===== config.mk =====
export PLATFORM = sky130hd
export DESIGN_NAME = ghash_engine
export DESIGN_NICKNAME = d
export VERILOG_FILES = /design/src/rtl/ghash_pkg.sv /design/src/rtl/gf128_mul_serial.sv /design/src/rtl/ghash_engine.sv
export SDC_FILE = /design/constraint.sdc
export NUM_CORES = 2
export LEC_CHECK = 0
export ABC_AREA = 1
export ABC_CLOCK_PERIOD_IN_PS = 2760
export CELL_PAD_IN_SITES_DETAIL_PLACEMENT = 1
export CELL_PAD_IN_SITES_GLOBAL_PLACEMENT = 2
export CORE_MARGIN = 8
export CORE_UTILIZATION = 37
export DETAILED_ROUTE_END_ITERATION = 12
export GPL_TIMING_DRIVEN = 0
export PLACE_DENSITY_LB_ADDON = 0.1
export SYNTH_ARGS = -nofsm -noshare
export SYNTH_HDL_FRONTEND = slang
export SYNTH_SLANG_ARGS = --single-unit

===== constraint.sdc =====
create_clock -name clk -period 2.76 [get_ports clk]
set_input_delay 0.828 -clock clk [delete_from_list [all_inputs] [get_ports clk]]
set_output_delay 0.828 -clock clk [all_outputs]
set_load 0.005 [all_outputs]

===== src/rtl/ghash_pkg.sv =====
// ghash_pkg: shared definitions for the GHASH engine.
//   GF128_W       - field / block width (128)
//   GF128_R       - right-shift reduction constant for x^128 + x^7 + x^2 + x + 1
//   ghash_state_e - control FSM states
package ghash_pkg;

   localparam int unsigned GF128_W = 128;

   // Bit 127 is the x^0 coefficient, so the low-order terms 1 + x + x^2 + x^7
   // land in the top byte as 8'b1110_0001.
   localparam logic [GF128_W-1:0] GF128_R = {8'hE1, 120'd0};

   typedef enum logic [1:0] {
      IDLE     = 2'd0,
      WAIT_BLK = 2'd1,
      MUL      = 2'd2,
      TAG      = 2'd3
   } ghash_state_e;

endpackage


===== src/rtl/gf128_mul_serial.sv =====
// gf128_mul_serial: digit-serial GF(2^128) multiplier, Z = X * H.
//   clk, rst   - clock, asynchronous active-low reset
//   load_i     - capture x_i / h_i and start a new product
//   x_i, h_i   - operands (bit 127 = x^0 coefficient)
//   done_o     - high in the cycle whose clock edge consumes the final digit
//   z_o        - next accumulator value; the finished product while done_o is high
// Consumes DIGIT_W bits of X per cycle, MSB first, so a product takes
// GF128_W/DIGIT_W cycles after the load edge.
module gf128_mul_serial
   import ghash_pkg::*;
#(
   parameter int unsigned DIGIT_W = 8
) (
   input  logic               clk,
   input  logic               rst,
   input  logic               load_i,
   input  logic [GF128_W-1:0] x_i,
   input  logic [GF128_W-1:0] h_i,
   output logic               done_o,
   output logic [GF128_W-1:0] z_o
);

   localparam int unsigned NUM_DIGITS = GF128_W / DIGIT_W;
   localparam int unsigned CNT_W      = $clog2(NUM_DIGITS + 1);

   logic [GF128_W-1:0] r_x;
   logic [GF128_W-1:0] r_v;
   logic [GF128_W-1:0] r_z;
   logic [CNT_W-1:0]   r_cnt;   // digits still to consume; 0 when idle

   logic [GF128_W-1:0] w_z_nxt;
   logic [GF128_W-1:0] w_v_nxt;

   // One digit: for each bit, conditionally accumulate V, then V *= x.
   always_comb begin
      w_z_nxt = r_z;
      w_v_nxt = r_v;
      for (int j = 0; j < DIGIT_W; j++) begin
         if (r_x[GF128_W-1-j]) begin
            w_z_nxt = w_z_nxt ^ w_v_nxt;
         end
         w_v_nxt = {1'b0, w_v_nxt[GF128_W-1:1]} ^ (w_v_nxt[0] ? GF128_R : '0);
      end
   end

   assign done_o = (r_cnt == CNT_W'(1));
   assign z_o    = w_z_nxt;

   always_ff @(posedge clk or negedge rst) begin
      if (!rst) begin
         r_x   <= '0;
         r_v   <= '0;
         r_z   <= '0;
         r_cnt <= '0;
      end else if (load_i) begin
         r_x   <= x_i;
         r_v   <= h_i;
         r_z   <= '0;
         r_cnt <= CNT_W'(NUM_DIGITS);
      end else if (r_cnt != '0) begin
         r_x   <= r_x << DIGIT_W;
         r_v   <= w_v_nxt;
         r_z   <= w_z_nxt;
         r_cnt <= r_cnt - CNT_W'(1);
      end
   end

endmodule


===== src/rtl/ghash_engine.sv =====
// ghash_engine: GHASH accumulator Y = (Y ^ block) * H over a message of blocks.
//   clk, rst          - clock, asynchronous active-low reset
//   h_i, start_i      - hash subkey, latched with start_i in IDLE (clears Y)
//   blk_valid_i/blk_ready_o, blk_data_i, blk_last_i - block stream
//   tag_valid_o/tag_ready_i, tag_o                   - final GHASH result
//   busy_o            - high whenever the engine is not IDLE
// Timing: a block accepted on edge E0 is multiplied on edges E1..E(128/DIGIT_W);
// the next block can be accepted on the following edge, and a tag appears
// one edge after the last product completes.
module ghash_engine
   import ghash_pkg::*;
#(
   parameter int unsigned DATA_WIDTH = GF128_W,
   parameter int unsigned DIGIT_W    = 8
) (
   input  logic                  clk,
   input  logic                  rst,
   input  logic [DATA_WIDTH-1:0] h_i,
   input  logic                  start_i,
   input  logic                  blk_valid_i,
   output logic                  blk_ready_o,
   input  logic [DATA_WIDTH-1:0] blk_data_i,
   input  logic                  blk_last_i,
   output logic                  tag_valid_o,
   input  logic                  tag_ready_i,
   output logic [DATA_WIDTH-1:0] tag_o,
   output logic                  busy_o
);

   ghash_state_e          r_state;
   logic [DATA_WIDTH-1:0] r_h;
   logic [DATA_WIDTH-1:0] r_y;
   logic [DATA_WIDTH-1:0] r_tag;
   logic                  r_last;
   logic                  r_blk_ready;
   logic                  r_tag_valid;
   logic                  r_busy;

   logic                  w_accept;
   logic                  w_mul_done;
   logic [DATA_WIDTH-1:0] w_mul_x;
   logic [DATA_WIDTH-1:0] w_mul_z;

   // r_blk_ready is only ever set while in WAIT_BLK.
   assign w_accept = r_blk_ready & blk_valid_i;
   assign w_mul_x  = r_y ^ blk_data_i;

   gf128_mul_serial #(
      .DIGIT_W (DIGIT_W)
   ) u_mul (
      .clk    (clk),
      .rst    (rst),
      .load_i (w_accept),
      .x_i    (w_mul_x),
      .h_i    (r_h),
      .done_o (w_mul_done),
      .z_o    (w_mul_z)
   );

   always_ff @(posedge clk or negedge rst) begin
      if (!rst) begin
         r_state     <= IDLE;
         r_h         <= '0;
         r_y         <= '0;
         r_tag       <= '0;
         r_last      <= 1'b0;
         r_blk_ready <= 1'b0;
         r_tag_valid <= 1'b0;
         r_busy      <= 1'b0;
      end else begin
         unique case (r_state)
            IDLE: begin
               if (start_i) begin
                  r_h         <= h_i;
                  r_y         <= '0;
                  r_last      <= 1'b0;
                  r_blk_ready <= 1'b1;
                  r_busy      <= 1'b1;
                  r_state     <= WAIT_BLK;
               end
            end
            WAIT_BLK: begin
               if (w_accept) begin
                  r_last      <= blk_last_i;
                  r_blk_ready <= 1'b0;
                  r_state     <= MUL;
               end
            end
            MUL: begin
               if (w_mul_done) begin
                  r_y <= w_mul_z;
                  if (r_last) begin
                     r_tag   <= w_mul_z;
                     r_state <= TAG;
                  end else begin
                     r_blk_ready <= 1'b1;
                     r_state     <= WAIT_BLK;
                  end
               end
            end
            TAG: begin
               // First TAG cycle only raises tag_valid_o, so a tag_ready_i
               // held high early cannot complete a handshake on an unseen tag.
               if (!r_tag_valid) begin
                  r_tag_valid <= 1'b1;
               end else if (tag_ready_i) begin
                  r_tag_valid <= 1'b0;
                  r_busy      <= 1'b0;
                  r_state     <= IDLE;
               end
            end
            default: r_state <= IDLE;
         endcase
      end
   end

   assign blk_ready_o = r_blk_ready;
   assign tag_valid_o = r_tag_valid;
   assign tag_o       = r_tag;
   assign busy_o      = r_busy;

endmodule


## Word level (Yosys, flattened, before mapping)

Index checks and enable logic that the tools add are counted.

- Muxes and demuxes: 47
- Bitwise operators: 18
- Equal/unequal tests: 10
- Add/subtract/negate cells: 1
- Reductions and logical operators: 14

Operators with widths:

| cell | number |
|---|---|
| 128-bit two-way mux | 24 |
| 128-bit bitwise XOR | 9 |
| 127-bit by 128-bit bitwise XOR with 128-bit output | 8 |
| 128-bit case mux with 2 select lines | 1 |
| 2-bit two-way mux | 6 |
| 1-bit two-way mux | 10 |
| 5-bit two-way mux | 2 |
| 5-bit AND reduction | 2 |
| 3-bit AND reduction | 3 |
| 2-bit != test (second input constant) | 4 |
| 2-bit case mux with 4 select lines | 1 |
| 2-bit nonzero test | 4 |
| 5-bit by 1-bit == test with 1-bit output (second input constant) | 1 |
| 5-bit nonzero test | 1 |
| 5-bit by 1-bit subtractor with 5-bit output (second input constant) | 1 |
| 2-bit == test (second input constant) | 2 |
| 2-bit by 1-bit != test with 1-bit output (second input constant) | 2 |
| 1-bit case mux with 2 select lines | 2 |
| 4-bit AND reduction | 1 |
| 1-bit case mux with 3 select lines | 1 |
| 3-bit nonzero test | 1 |
| 2-bit by 1-bit == test with 1-bit output (second input constant) | 1 |
| 2-bit logical NOT | 1 |
| 2-bit AND reduction | 1 |
| 1-bit AND | 1 |

- Output and inout bits: 131
- Flip-flop bits (word level): 779
- Input port bits: 262
- Word-level logic and storage cells: 102

## Depth between registers and ports, before layout

- Word-level depth: 18
- Depth in mapped cells: 16
- Gate-level depth less buffers: 14

## Hierarchy

Synthesis repeated with hierarchy kept, for this count alone.

- Cell total of the unflattened synthesis: 6855
- Area total of the unflattened synthesis: 49797.8 um^2

By module, submodules not included:

| module | times used | cells each | seq. area each (um^2) | area each (um^2) |
|---|---|---|---|---|
| gf128_mul_serial | 1 | 5035 | 9734.3 | 33549.7 |
| ghash_engine | 1 | 1820 | 9759.4 | 16248.1 |

## Worst setup path after synthesis

OpenSTA, ideal clock, no wires.

- Path kind: in2reg
- Start: input blk_valid_i
- End: register u_mul.r_z[11]
- Slack: 0.752 ns
- Library setup time: 0.066 ns
- Path buffers: 3
- Stages on the path: 8
- Data required time: 2.694 ns
- Arrival time: 1.942 ns
- Path through: nand2_1 -> buf_2 -> nand2_1 -> inv_2 -> clkbuf_1 -> buf_1 -> nand2_1 -> nand2_1

- Cells in the longest elaborated chain, start to end: 2
- Elaborated cells between the ends (all ways): 3
- Those cells by class: mux (1); bitwise (1); reduce/logical (1)

RTL lines:

| element | RTL line | source |
|---|---|---|
| start: declaration | ghash_engine.sv:20 | `input logic blk_valid_i,` |
| 1-bit AND (*) | ghash_engine.sv:45 | `assign w_accept = r_blk_ready & blk_valid_i;` |
| 128-bit two-way mux or 2-bit nonzero test (tied branches) | -- |  |
| end signal: assignment | gf128_mul_serial.sv:63 | `r_z <= w_z_nxt;` |
| end: declaration | gf128_mul_serial.sv:28 | `logic [GF128_W-1:0] r_z;` |

Every way passes the cells marked *; elsewhere a longest branch is shown, timed or not.
A chain may end at the register's enable or synchronous reset.

## Worst setup path after layout

- Start: register r_blk_ready (netlist: blk_ready_o)
- End: register u_mul.r_v[13]

- Cells in the longest elaborated chain, start to end: 2
- Elaborated cells between the ends (all ways): 3
- Those cells by class: mux (1); bitwise (1); reduce/logical (1)

RTL lines:

| element | RTL line | source |
|---|---|---|
| start: declaration | ghash_engine.sv:35 | `logic r_blk_ready;` |
| start signal: assignment | ghash_engine.sv:67 | `r_blk_ready <= 1'b0;` |
| start signal: assignment | ghash_engine.sv:77 | `r_blk_ready <= 1'b1;` |
| start signal: assignment | ghash_engine.sv:85 | `r_blk_ready <= 1'b0;` |
| 1-bit AND (*) | ghash_engine.sv:45 |  |
| 128-bit two-way mux or 2-bit nonzero test (tied branches) | -- |  |
| end signal: assignment | gf128_mul_serial.sv:57 | `r_v <= h_i;` |
| end signal: assignment | gf128_mul_serial.sv:62 | `r_v <= w_v_nxt;` |
| end: declaration | gf128_mul_serial.sv:27 | `logic [GF128_W-1:0] r_v;` |

Marked as above.

==> run_results.csv <==
group,metric,value,unit
layout,fin_util,44.84,%
global_routing,grt_pass1_vias,47661,
cts,cts_buffer_depth,3,
power_and_ir_drop,power.internal,0.04487,W
layout,layout.nets,7405,
critical_path,rr_worst_depth,7,
placement,dp_hpwl,153.2,mm
timing,drv_slew,0,
floorplanning,io_pins,393,
floorplanning,dieArea,0.1425,mm^2
drt,dr.pass1.iters,5,
power_and_ir_drop,combPwrFrac,65.0,%
cts,h-tree-depth,3,
synthesis,synthesis.nets,6911,
layout,design_area,0.05814,mm^2
cts,numClockSinks,779,
synthesis,synth_area,0.04834,mm^2
power_and_ir_drop,powerDensity,1624,mW/mm^2
floorplanning,die_h,377.5,um
critical_path,regToRegEndpoint,"u_mul.r_v[13]",
power_and_ir_drop,ir_drop,0.0006478,V
power_and_ir_drop,seqPwrFrac,20.8,%
cts,clkLatencyLatePin,0.70,ns
global_routing,antenna_found_initial,10,
global_routing,grt_pass1_wl,309.9,mm
critical_path,end_kind,"register",
critical_path,r2r_slack,0.03,ns
floorplanning,rows,132,
power_and_ir_drop,p_leak,28.68,nW
synthesis,synth.largest_area_cell,"dfrtp_1",
drt,wl_per_cell,23.31,um
critical_path,cp_max_fo,10,
critical_path,setup.worst_path.end,"u_mul.r_v[13]",
layout,seqCellArea,0.01949,mm^2
placement,dpl_worst_slack,-2.004,ns
drt,drc,0,
outcome,outcome,"finished clean",
layout,multi_input_area,0.02459,mm^2
global_routing,gr-total-overflow,0,
floorplanning,core_region_area,0.1296,mm^2
timing,finalHoldViolCount,0,
layout,fill_cells,16097,
placement,io_buffers,392,
critical_path,timing.rr.start,"blk_ready_o",
drt,drt_iter0_drc,3532,
synthesis,syn_inst,6646,
drt,via_count,46590,
synthesis,postSynthAreaPerCell,7.274,um^2
synthesis,synthDistinctLibCells,36,
critical_path,cp.arrival,3.29,ns
synthesis,synth_flop_cell,"dfrtp_1",
drt,routed_wl,208.8,mm
cts,hold_buffers,0,
power_and_ir_drop,sw_frac_of_total,52.49,%
cts,path_clk_slew,0.07,ns
power_and_ir_drop,clockPowerShare,14.2,%
synthesis,synth_async_sr_flop_share,100.0,%
floorplanning,start_util,37.29,%
critical_path,worst_setup_path_start_kind,"register",
critical_path,cp-startpoint,"blk_ready_o",
synthesis,synth_area_leaders,"dfrtp_1 40%, nand2_1 23%, xor2_1 8.8%, xnor2_1 4.9%, inv_1 4.6%",
placement,dp.cells,8789,
synthesis,yosys_warnings,0,
timing,layout_setup_ws,0.03436,ns
timing,setup_viol,0,
placement,place_area,0.05470,mm^2
cts,numCtsBuffers,94,
critical_path,critical_path_class,"reg -> reg",
timing,min_period,2.726,ns
power_and_ir_drop,p_total,0.09443,W
synthesis,synth_most_common_cell,"nand2_1",
drt,viasPerCell,5.201,
layout,stdcell_count,8958,
timing,finClkSkew,0.02372,ns
synthesis,synth_seq_cells,779,
synthesis,synth_edf_count,0,
power_and_ir_drop,switchingPower,0.04956,W
placement,gp_congestion,0.9066,
timing,fin_crit_sh,98.75,%
floorplanning,die-width,377.5,um
timing,worst_slew_pin_slew,1.042,ns
flow_run,maxCapViolCount,0,
hold_path,hp-class,"in -> async",
global_routing,grt_usage,28.68,%
global_routing,grt_max_degree,113,
timing,relSlewSlack,30.55,%
layout,area_growth,20.27,%
cts,cts-root-buf,"clkbuf_16",
synthesis,synth_top_area_share,40.33,%
timing,max_freq,0.3669,GHz
layout,drive_above_1_share,5.989,%
synthesis,yosys-top-cells-count,"2,980 x nand2_1, 779 x dfrtp_1, 594 x inv_1, 484 x xor2_1, 273 x xnor2_1",
synthesis,synth-seq-area-share,40.33,%
drt,ant_nets,0,
critical_path,required,3.33,ns
cts,cts_tree,"done",
[per-layer routing]
| layer | track usage [%] | up-vias | share of wire [%] |
|---|---|---|---|
| met5 | 0 | - | 0.0072 |
| met4 | 9.165 | 2 | 3.4 |
| met3 | 3.986 | 304 | 5.8 |
| met2 | 46.08 | 1293 | 45 |
| met1 | 39.94 | 23459 | 45 |
| li1 | - | 21532 | - |
[cells in the final DEF (no fill, tap or decap), types with 40 or more instances in the layout]
master,count
a21oi_1,220
nand2_1,2979
dfrtp_1,778
nor2_1,138
o221ai_1,218
clkdlybuf4s50_1,391
inv_1,594
xnor2_1,273
o21ai_0,129
buf_1,40
buf_2,125
clkbuf_16,99
nand3b_1,107
xor2_1,484
clkbuf_1,190
nand3_1,177
[power groups by stage]
stage,Combinational (W),Clock [W],Sequential (W)
floorplan,0.0414,0,0.0189
global placement,0.0587,0,0.0198
detailed placement,0.0610,0,0.0196
CTS,0.0615,0.0136,0.0195
global route,0.0682,0.0140,0.0201
finish,0.0614,0.0134,0.0196
[per-stage QoR]
stage,TNS [ns],hold WS [ns]
after global routing,-0.1631,0.04026
after CTS,-0.6597,0.002294
final,0,0.02475
after detailed placement,-670.47,0.4650
after global placement,-,0.4628
after floorplan,0,0.4485
[worst max-delay path, cell delays in order (launching register included)]
cell      delay (ns)
dfrtp_2         0.56
nand2_1         0.30
inv_2           0.33
nor2_4          0.11
inv_2           0.16
clkbuf_2        0.46
buf_2           0.47
o211ai_1        0.17
[state kept, by name, indices dropped and copies added, names as in the netlist]
| signal | cells |
|---|---|
| blk_ready_o | 1 |
| busy_o | 1 |
| r_h | 128 |
| r_last | 1 |
| r_state | 2 |
| r_y | 128 |
| tag_o | 128 |
| tag_valid_o | 1 |
| u_mul.r_cnt | 5 |
| u_mul.r_v | 128 |
| u_mul.r_x | 128 |
| u_mul.r_z | 128 |
[layout make-up]
| type | instances | share of cell area, % |
|---|---|---|
| diodes | 3 | 0.01291 |
| plain buffers | 431 | 3.663 |
| clock buffers | 134 | 4.866 |
| clock inverters | 35 | 0.7640 |
| inverters | 609 | 3.932 |
| multi-input cells | 4824 | 42.30 |
| flip-flops and latches | 779 | 33.53 |
| well taps | 1742 | 3.749 |
| repair buffers | 401 | 7.184 |
[worst min path at each step]
stage	to	slack, ns	depth (start not counted)
6_report	tag_o[42]	0.02	1
5_1_grt	tag_o[42]	0.04	1
4_1_cts	tag_o[42]	0.002	1
3_5_place_dp	tag_o[75]	0.47	2
3_3_place_gp	tag_o[113]	0.46	2
2_1_floorplan	u_mul.r_cnt[3]	0.45	1
[kinds of logic (layout without fill, tap and decap cells)]
logic type	count (synthesis)	in the layout	synth area share (%)
buffers and inverters	1043	1610	8.860
and+or+nand+nor	3416	3416	27.89
adders and majority gates	3	3	0.07766
xor gates and xnor gates	761	761	13.85
AOI/OAI and AO/OA	611	611	8.226
muxes	33	33	0.7687
DFF	779	779	40.33
other	0	3	0
[timing repair]
action	CTS	global route
setup endpoints to repair	705	327
setup buffers	0	0
pin swaps	0	0
hold endpoints to repair	0	0
gates resized for setup	69	41
Power figures use the tool's default switching activity.
